==> src/rtl/adc_axis_packer_pkg.sv <==
// Shared definitions for the AD7928 frame packer.
//   FRAME_W / field positions : layout of one 16-bit AD7928 read frame
//   slot_t                    : buffered {chan, 12-bit data} for one lane
//   decode_frame()            : frame -> slot_t
//   pack_word()               : {adc_idx, chan, sample} left-justified sample, zero pad above
package adc7928_pkg;

  localparam int unsigned FRAME_W    = 16;
  localparam int unsigned CH_ADDR_W  = 3;
  localparam int unsigned ZERO_BIT   = 15;
  localparam int unsigned CH_MSB     = 14;
  localparam int unsigned CH_LSB     = 12;
  localparam int unsigned DATA_MSB   = 11;
  localparam int unsigned WORD_MAX_W = 64;

  typedef logic [WORD_MAX_W-1:0] word_t;

  typedef struct packed {
    logic [CH_ADDR_W-1:0] chan;
    logic [DATA_MSB:0]    data;
  } slot_t;

  function automatic slot_t decode_frame(input logic [FRAME_W-1:0] f);
    slot_t s;
    s.chan = f[CH_MSB:CH_LSB];
    s.data = f[DATA_MSB:0];
    return s;
  endfunction

  // The full 12-bit field is kept in the slot; the sample is cut to its top
  // dout_w bits here so the slot type does not depend on DOUT_WIDTH.
  function automatic word_t pack_word(input int unsigned idx, input slot_t s,
                                      input int unsigned dout_w);
    word_t w;
    w = word_t'(s.data >> (DATA_MSB + 1 - dout_w));
    w = w | (word_t'(s.chan) << dout_w);
    w = w | (word_t'(idx) << (dout_w + CH_ADDR_W));
    return w;
  endfunction

endpackage

==> src/rtl/adc_axis_packer_if.sv <==
// AXI-Stream bundle for the packer output.
//   tdata/tvalid/tlast : master -> slave
//   tready             : slave -> master
interface adc_axis_packer_if #(
  parameter int unsigned TDATA_WIDTH = 16
);
  logic [TDATA_WIDTH-1:0] tdata;
  logic                   tvalid;
  logic                   tready;
  logic                   tlast;

  modport master (output tdata, output tvalid, output tlast, input tready);
  modport slave  (input tdata, input tvalid, input tlast, output tready);
endinterface

==> src/rtl/adc_axis_packer_rr_arbiter.sv <==
// Combinational round-robin selector.
//   req     : request per lane
//   ptr     : lane with highest priority this cycle
//   gnt_idx : first requesting lane at or after ptr, wrapping to 0
//   any     : at least one request
module rr_arbiter #(
  parameter int unsigned N     = 4,
  parameter int unsigned IDX_W = (N > 1) ? $clog2(N) : 1
) (
  input  logic [N-1:0]     req,
  input  logic [IDX_W-1:0] ptr,
  output logic [IDX_W-1:0] gnt_idx,
  output logic             any
);
  int unsigned k;

  always_comb begin
    gnt_idx = '0;
    any     = 1'b0;
    k       = 0;
    for (int unsigned i = 0; i < N; i++) begin
      k = (32'(ptr) + i) % N;
      if (!any && req[k]) begin
        any     = 1'b1;
        gnt_idx = IDX_W'(k);
      end
    end
  end
endmodule

==> src/rtl/adc_axis_packer.sv <==
// Buffers one completed AD7928 frame per ADC lane and drains the lanes
// round-robin onto a single AXI-Stream master.
//   CLK, rstn   : clock, synchronous active-low reset
//   s_valid     : per-lane frame strobe, s_frame lane k = s_frame[16*k +: 16]
//   clr_status  : clears the sticky overflow flags
//   m_axis      : AXIS master {pad, adc_idx, chan, sample}, tlast on last lane
//   overflow    : sticky, frame dropped because the lane slot was occupied
//   frame_err   : one-cycle pulse, frame arrived without its leading zero
module adc_axis_packer
  import adc7928_pkg::*;
#(
  parameter int unsigned DOUT_WIDTH  = 8,
  parameter int unsigned NUM_OF_ADC  = 4,
  parameter int unsigned TDATA_WIDTH = 16
) (
  input  logic                          CLK,
  input  logic                          rstn,
  input  logic [NUM_OF_ADC-1:0]         s_valid,
  input  logic [NUM_OF_ADC*FRAME_W-1:0] s_frame,
  input  logic                          clr_status,
  adc_axis_packer_if.master             m_axis,
  output logic [NUM_OF_ADC-1:0]         overflow,
  output logic [NUM_OF_ADC-1:0]         frame_err
);
  localparam int unsigned IDX_W = $clog2(NUM_OF_ADC);

  if (NUM_OF_ADC < 2 || DOUT_WIDTH < 1 || DOUT_WIDTH > 12 ||
      TDATA_WIDTH < IDX_W + CH_ADDR_W + DOUT_WIDTH) begin : g_cfg_err
    $error("adc_axis_packer: illegal DOUT_WIDTH/NUM_OF_ADC/TDATA_WIDTH combination");
  end

  typedef enum logic {ST_EMPTY, ST_HOLD} out_state_e;

  out_state_e             state_q, state_d;
  logic [TDATA_WIDTH-1:0] m_tdata_q, m_tdata_d;
  logic                   m_tlast_q, m_tlast_d;
  logic [IDX_W-1:0]       ptr_q, ptr_d;
  logic [NUM_OF_ADC-1:0]  full_q, full_d;
  logic [NUM_OF_ADC-1:0]  overflow_q, overflow_d;
  logic [NUM_OF_ADC-1:0]  frame_err_q, frame_err_d;
  slot_t                  slot_q [NUM_OF_ADC];
  slot_t                  slot_d [NUM_OF_ADC];

  logic             load_en;
  logic             any;
  logic [IDX_W-1:0] gnt_idx;

  rr_arbiter #(.N(NUM_OF_ADC), .IDX_W(IDX_W)) u_arb (
    .req     (full_q),
    .ptr     (ptr_q),
    .gnt_idx (gnt_idx),
    .any     (any)
  );

  assign load_en = (state_q == ST_EMPTY) || m_axis.tready;

  // Output stage: a slot drains only when the output register is free or
  // its word is being accepted, which keeps tdata/tlast stable under stall.
  always_comb begin
    state_d   = state_q;
    m_tdata_d = m_tdata_q;
    m_tlast_d = m_tlast_q;
    ptr_d     = ptr_q;
    if (load_en) begin
      if (any) begin
        state_d   = ST_HOLD;
        m_tdata_d = TDATA_WIDTH'(pack_word(32'(gnt_idx), slot_q[gnt_idx], DOUT_WIDTH));
        m_tlast_d = (gnt_idx == IDX_W'(NUM_OF_ADC - 1));
        ptr_d     = (gnt_idx == IDX_W'(NUM_OF_ADC - 1)) ? '0 : gnt_idx + 1'b1;
      end else begin
        state_d = ST_EMPTY;
      end
    end
  end

  // Slot capture: a lane drained on this edge may accept a new frame on the
  // same edge, so the refill check uses the drain decision, not full_q alone.
  logic [FRAME_W-1:0] lane_frame;
  logic               lane_drain;

  always_comb begin
    full_d      = full_q;
    slot_d      = slot_q;
    overflow_d  = clr_status ? '0 : overflow_q;
    frame_err_d = '0;
    lane_frame  = '0;
    lane_drain  = 1'b0;
    for (int unsigned k = 0; k < NUM_OF_ADC; k++) begin
      lane_frame = s_frame[FRAME_W*k +: FRAME_W];
      lane_drain = load_en && any && (32'(gnt_idx) == k);
      if (lane_drain) full_d[k] = 1'b0;
      if (s_valid[k]) begin
        if (lane_frame[ZERO_BIT]) begin
          frame_err_d[k] = 1'b1;
        end else if (!full_q[k] || lane_drain) begin
          full_d[k] = 1'b1;
          slot_d[k] = decode_frame(lane_frame);
        end else begin
          overflow_d[k] = 1'b1;
        end
      end
    end
  end

  always_ff @(posedge CLK) begin
    if (!rstn) begin
      state_q     <= ST_EMPTY;
      m_tdata_q   <= '0;
      m_tlast_q   <= 1'b0;
      ptr_q       <= '0;
      full_q      <= '0;
      overflow_q  <= '0;
      frame_err_q <= '0;
    end else begin
      state_q     <= state_d;
      m_tdata_q   <= m_tdata_d;
      m_tlast_q   <= m_tlast_d;
      ptr_q       <= ptr_d;
      full_q      <= full_d;
      overflow_q  <= overflow_d;
      frame_err_q <= frame_err_d;
    end
  end

  always_ff @(posedge CLK) begin
    slot_q <= slot_d;
  end

  assign m_axis.tdata  = m_tdata_q;
  assign m_axis.tvalid = (state_q == ST_HOLD);
  assign m_axis.tlast  = m_tlast_q;
  assign overflow      = overflow_q;
  assign frame_err     = frame_err_q;
endmodule

==> src/flat_wrapper.sv <==
// flat-port wrapper written by rule: the top's interface ports become plain ports
module adc_axis_packer_flat import adc7928_pkg::*;
#(
  parameter int unsigned DOUT_WIDTH  = 8,
  parameter int unsigned NUM_OF_ADC  = 4,
  parameter int unsigned TDATA_WIDTH = 16
)
  (CLK, rstn, s_valid, s_frame, clr_status, overflow, frame_err, m_axis_tdata, m_axis_tvalid, m_axis_tlast, m_axis_tready);
  adc_axis_packer_if #(.TDATA_WIDTH(TDATA_WIDTH)) m_axis_i ();
  input  logic CLK;
  input  logic rstn;
  input  logic [NUM_OF_ADC-1:0] s_valid;
  input  logic [NUM_OF_ADC*FRAME_W-1:0] s_frame;
  input  logic clr_status;
  output logic [NUM_OF_ADC-1:0] overflow;
  output logic [NUM_OF_ADC-1:0] frame_err;
  output wire logic [$bits(m_axis_i.tdata)-1:0] m_axis_tdata;
  output wire logic [$bits(m_axis_i.tvalid)-1:0] m_axis_tvalid;
  output wire logic [$bits(m_axis_i.tlast)-1:0] m_axis_tlast;
  input wire logic [$bits(m_axis_i.tready)-1:0] m_axis_tready;
  assign m_axis_tdata = m_axis_i.tdata;
  assign m_axis_tvalid = m_axis_i.tvalid;
  assign m_axis_tlast = m_axis_i.tlast;
  assign m_axis_i.tready = m_axis_tready;
  adc_axis_packer #(.DOUT_WIDTH(DOUT_WIDTH), .NUM_OF_ADC(NUM_OF_ADC), .TDATA_WIDTH(TDATA_WIDTH)) u_core (.CLK(CLK), .rstn(rstn), .s_valid(s_valid), .s_frame(s_frame), .clr_status(clr_status), .m_axis(m_axis_i), .overflow(overflow), .frame_err(frame_err));
endmodule
==> config.mk <==
export PLATFORM = sky130hd
export DESIGN_NAME = adc_axis_packer_flat
export DESIGN_NICKNAME = d
export VERILOG_FILES = /design/src/rtl/adc_axis_packer_pkg.sv /design/src/rtl/adc_axis_packer_if.sv /design/src/rtl/adc_axis_packer_rr_arbiter.sv /design/src/rtl/adc_axis_packer.sv /design/src/flat_wrapper.sv
export SDC_FILE = /design/constraint.sdc
export NUM_CORES = 1
export LEC_CHECK = 0
export ABC_CLOCK_PERIOD_IN_PS = 7500
export CAP_MARGIN = 25
export CELL_PAD_IN_SITES_DETAIL_PLACEMENT = 2
export CELL_PAD_IN_SITES_GLOBAL_PLACEMENT = 2
export CORE_ASPECT_RATIO = 1.75
export CORE_MARGIN = 4
export CORE_UTILIZATION = 31
export CTS_CLUSTER_SIZE = 25
export DETAILED_ROUTE_END_ITERATION = 6
export PLACE_DENSITY_LB_ADDON = 0.3
export SLEW_MARGIN = 20
export SYNTH_ARGS = -nofsm -noshare
export SYNTH_HDL_FRONTEND = slang
export SYNTH_SLANG_ARGS = --single-unit
==> constraint.sdc <==
create_clock -name CLK -period 7.5 [get_ports CLK]
set_clock_uncertainty 0.1 [all_clocks]
set_input_delay 1.125 -clock CLK [delete_from_list [all_inputs] [get_ports CLK]]
set_output_delay 1.125 -clock CLK [all_outputs]
set_load 0.03 [all_outputs]
# Word level (Yosys, flattened, before mapping)
# Index checks and enable logic that the tools add are counted.
# op_classes
addsub	4
order_cmp	5
eq_ne	3
n_mux	54
bitwise	8
n_reduce_logical	30
# op_table
operator	n
1-bit 2-to-1 mux	41
15-bit binary-select mux with 2-bit select	1
15-bit 2-to-1 mux	2
16-bit by 13-bit bitwise OR with 16-bit output	1
2-bit by 3-bit < comparator with 1-bit output (second input constant)	4
3-bit AND reduction	4
8-bit by 11-bit bitwise OR with 11-bit output	1
2-bit 2-to-1 mux	5
2-bit AND reduction	5
1-bit binary-select mux with 2-bit select	4
1-bit logical AND	8
1-bit logical NOT	7
1-bit logical OR	5
1-bit inverter	5
2-bit by 1-bit adder with 2-bit output (second input constant)	2
2-bit adder (second input constant)	2
2-bit == test (second input constant)	2
4-bit 2-to-1 mux	1
3-bit greater-or-equal comparator (second input constant)	1
2-bit inverter with 3-bit output	1
2-bit by 1-bit == test with 1-bit output (second input constant)	1
2-bit logical NOT	1
# totals
regBits	92
word_cells	122

# Longest topological paths before layout
# logic_depth
word_depth	18
depth_mapped	6

# By module
# From an unflattened synthesis, not the netlist that was laid out.
# unflattened
hier_cells	193
area_unflattened_um2	2851.5
# by_module_without_submodules
mod	instances	cells_each	area_per_inst_um2
adc_axis_packer	1	178	2773.9
rr_arbiter	1	15	77.6

# Least setup slack after synthesis
# OpenSTA, ideal clock, no wires.
# synth_timing
path_kind	input to register
from	in m_axis_tready
to	reg u_core.slot_q[49] (netlist bit) (enable)
setup_ns	0.383
t_arrival_ns	2.363
path_slack_ns	4.654
stages	5
path_buffers	1
cell_sequence	nand2b_1 and2b_1 buf_2 nand3_1 a21oi_1
# synth_via
elab_chain_cells	5
# synth_lines
item	line_no	rtl
from (decl)	flat_wrapper.sv:20	input wire logic [$bits(m_axis_i.tready)-1:0] m_axis_tready;
1-bit logical OR	adc_axis_packer.sv:55	assign load_en = (state_q == ST_EMPTY) || m_axis.tready;
1-bit logical AND (2 in a row)	adc_axis_packer.sv:90	lane_drain = load_en && any && (32'(gnt_idx) == k);
1-bit logical OR	adc_axis_packer.sv:95	end else if (!full_q[k] || lane_drain) begin
3-bit AND reduction (no line)	n/a	
to (signal assigned)	adc_axis_packer.sv:126	slot_q <= slot_d;
to (decl)	adc_axis_packer.sv:41	slot_t slot_q [NUM_OF_ADC];
# Every way passes these cells.
# A chain may end at the register's enable or synchronous reset.

# Worst setup path after layout
# layout_timing
from	in m_axis_tready
to	reg u_core.slot_q[21] (netlist bit) (enable)
# The elaborated chain is that of the path after synthesis.

==> run summary <==
Crit. End Element = register
Power Density = 265 mW/mm²
Clock-pin slew on the worst setup and hold paths = 0.05 ns
Critical path data required time = 7.43 ns
Adder-cell share of the synthesized area = 0
Initial Utilization = 0.322
Avg Inst Size Synth = 13.8 µm²
Die H = 134 µm
Final std cells w/o fill = 408
First-pass iteration count of the detailed router = 2
P&R area growth vs syn = 40.5%
Final nets = 358
PortBufs = 78
Hold path start = u_core.m_axis.tlast
Worst Hold Class = register to register
CTS root buf = clkbuf_16
Largest net degree at the start of global routing = 30
Yosys warning total = 0
WHS Endpoint = u_core.m_axis.tlast
Worst-Skew Late Latency = 0.33 ns
Total GRT Usage = 0.149
Initial antenna violation count = 0
Least-Margin Pin Slew = 0.927 ns
Sink Count = 73
Main combinational cell family by area after synthesis = simple AND/OR/NAND/NOR gates
Comb pwr share = 0.179
Post-DP HPWL = 5690 µm
Max Fclk = 298 MHz
Internal Power = 785 µW
Multi-input gate area = 848 µm²
R2r setup slk = 4.64 ns
Synth cell types = 40
XOR/XNOR Fraction of Synth Area = 0.00309
Psw = 271 µW
Most frequent cells in the layout = clkdlybuf4s50_1, edfxtp_1, dfxtp_1
Hold Fails Final Rpt = 0
Clock share of power = 0.371
Io pins = 98
Vias per std cell = 4.78
Maximum fanout along the worst path = 13
Antenna Cells = 0
Sw frac = 0.256
CTS Hold Bufs = 0
Seq/Total Area, Yosys = 0.672
GP Congestion = 0.715
Storage element area = 0.00190 mm²
Minimum clock period = 3.35 ns
Avg WL per Cell = 18.4 µm
Sequential Power Share = 0.450
Grt ovf = 0
Dpl cells = 392
Max-Cap Viols = 0
Share of cells above drive strength 1 = 0.0962
Leakage dissipation = 1.44 nW
Crit share post-route = 0.447
Critical Path AT = 3.28 ns
CTS H-tree depth = 3
R2R depth = 7
Maximum VDD drop = 0.156 mV
Mapped Cells = 205
CP Class = primary input to register
Core ar. = 0.00878 mm²
Die W = 80.2 µm
CTS Buffer Depth = 2
DR iter-0 viols = 44
Origin of the critical flop-to-flop path = u_core.full_q[2]
Compound-gate portion of the synthesized area = 0.0990
Post-synthesis simple-gate area fraction = 0.107
Async S/R FF share, synth = 0
Setup bufs post-CTS = 0
DR vias = 1,949
Vias in the first global route = 2,136
Mapped Area = 0.00283 mm²
Register bit total from synthesis = 73
Count of flip-flops with a built-in enable after synthesis = 44
Setup-failing EPs final = 0
Reg2reg end = u_core.slot_q[21]
CTS buffer count = 9
Die area = 0.0108 mm²
Outcome = finished clean
RSZ-0062 raised after global routing = no
Row Count = 45
Antenna Nets Post-Route = 0
Max-slew violations = 0
Cts repair resizes = 0
WL final = 7520 µm
Startpoint Class = primary input
Most common cell after layout, fill and taps aside = clkdlybuf4s50_1
Multiplexer share of the synthesized area = 0.0835
DRC viols = 0
Synth Flop Type = edfxtp_1
Slew margin rel. = 0.382
Fill count = 920
First-pass GRT wire length = 11,600 µm
Post-route setup TNS = 0 ns
CTS tree = yes
Worst hold path stage count = 2
power by group through the flow:
stage          logic (mW)  registers [mW]  clock network (mW)
5_1_grt             0.203           0.478               0.423
2_1_floorplan      0.0884           0.505                   0
3_5_place_dp        0.192           0.483                   0
4_1_cts             0.194           0.475               0.403
6_report            0.189           0.475               0.391
3_3_place_gp        0.189           0.481                   0
metrics by stage:
step	instance area (µm²)	power, mW	setup slack (ns)	hold slack [ns]	util
2_1_floorplan	2840	0.594	4.65	0.377	-
3_3_place_gp	3690	0.670	3.51	0.349	0.420
3_5_place_dp	3700	0.675	3.68	0.354	0.422
4_1_cts	3980	1.07	4.02	0.361	0.453
5_1_grt	3980	1.10	3.93	0.382	0.453
6_report	3980	1.06	4.15	0.357	0.453
synthesized netlist by cell type (all sizes together), types with 2 or more instances:
cell type | number | area, µm²
edfxtp | 44 | 1320
buf | 9 | 72.6
nand2 | 14 | 52.6
o22ai | 3 | 18.8
mux2i | 18 | 180
and2b | 2 | 15.0
mux2 | 5 | 56.3
o21ai | 3 | 15.0
o211ai | 5 | 37.5
nand2b | 7 | 51.3
o221ai | 7 | 78.8
o31ai | 3 | 27.5
a21oi | 11 | 55.1
clkbuf | 4 | 16.3
and3 | 4 | 25.0
nor2 | 6 | 32.5
nand3 | 14 | 75.1
dfxtp | 29 | 581
nand4 | 5 | 31.3
logic make-up after synthesis:
| kind of cell | after synthesis |
|---|---|
| flops | 73 |
| simple gates | 55 |
| compound gates | 37 |
| mux | 23 |
| buf+inv | 15 |
| xor+xnor | 1 |
| other cells | 1 |
layer usage:
layer	vias to the layer above	GRT usage	part of all wire	wire length, µm
met1	961	0.141	0.34	2540
met3	10	0.0323	0.036	267
met5	-	0	0	0
met4	0	0.0677	0.016	122
met2	46	0.292	0.61	4590
li1	932	-	-	-
worst max-delay path by stage:
| stage | slack [ns] | from | to |
|---|---|---|---|
| 2_1_floorplan | 4.65 | m_axis_tready | u_core.slot_q[49] |
| 3_3_place_gp | 3.51 | m_axis_tready | u_core.slot_q[19] |
| 3_5_place_dp | 3.68 | m_axis_tready | u_core.slot_q[53] |
| 4_1_cts | 4.02 | m_axis_tready | u_core.slot_q[54] |
| 5_1_grt | 3.93 | m_axis_tready | u_core.slot_q[21] |
| 6_report | 4.15 | m_axis_tready | u_core.slot_q[21] |
state kept, by name, summed over array words and instances (netlist names):
signal	flops
u_core.frame_err	4
u_core.slot_q	44
u_core.m_axis.tlast	1
u_core.full_q	4
u_core.overflow	4
u_core.ptr_q	2
u_core.m_axis.tdata	13
u_core.m_axis.tvalid	1
worst max-delay path, stage by stage:
cell and delay [ns]:
clkdlybuf4s50_1 0.44, nand2b_1 0.13, and2b_1 0.45, nand2_1 0.17, o21ai_0 0.24, nor2b_1 0.44
buf_4 0.27
area by class of cell:
type | instances | share of cell area
Multi-Input combinational cell | 119 | 0.213
Sequential cell | 73 | 0.478
Clock buffer | 16 | 0.0682
Tap cell | 117 | 0.0368
Timing Repair Buffer | 81 | 0.202
Inverter | 2 | 0.00189
Power figures use the tool's default switching activity.
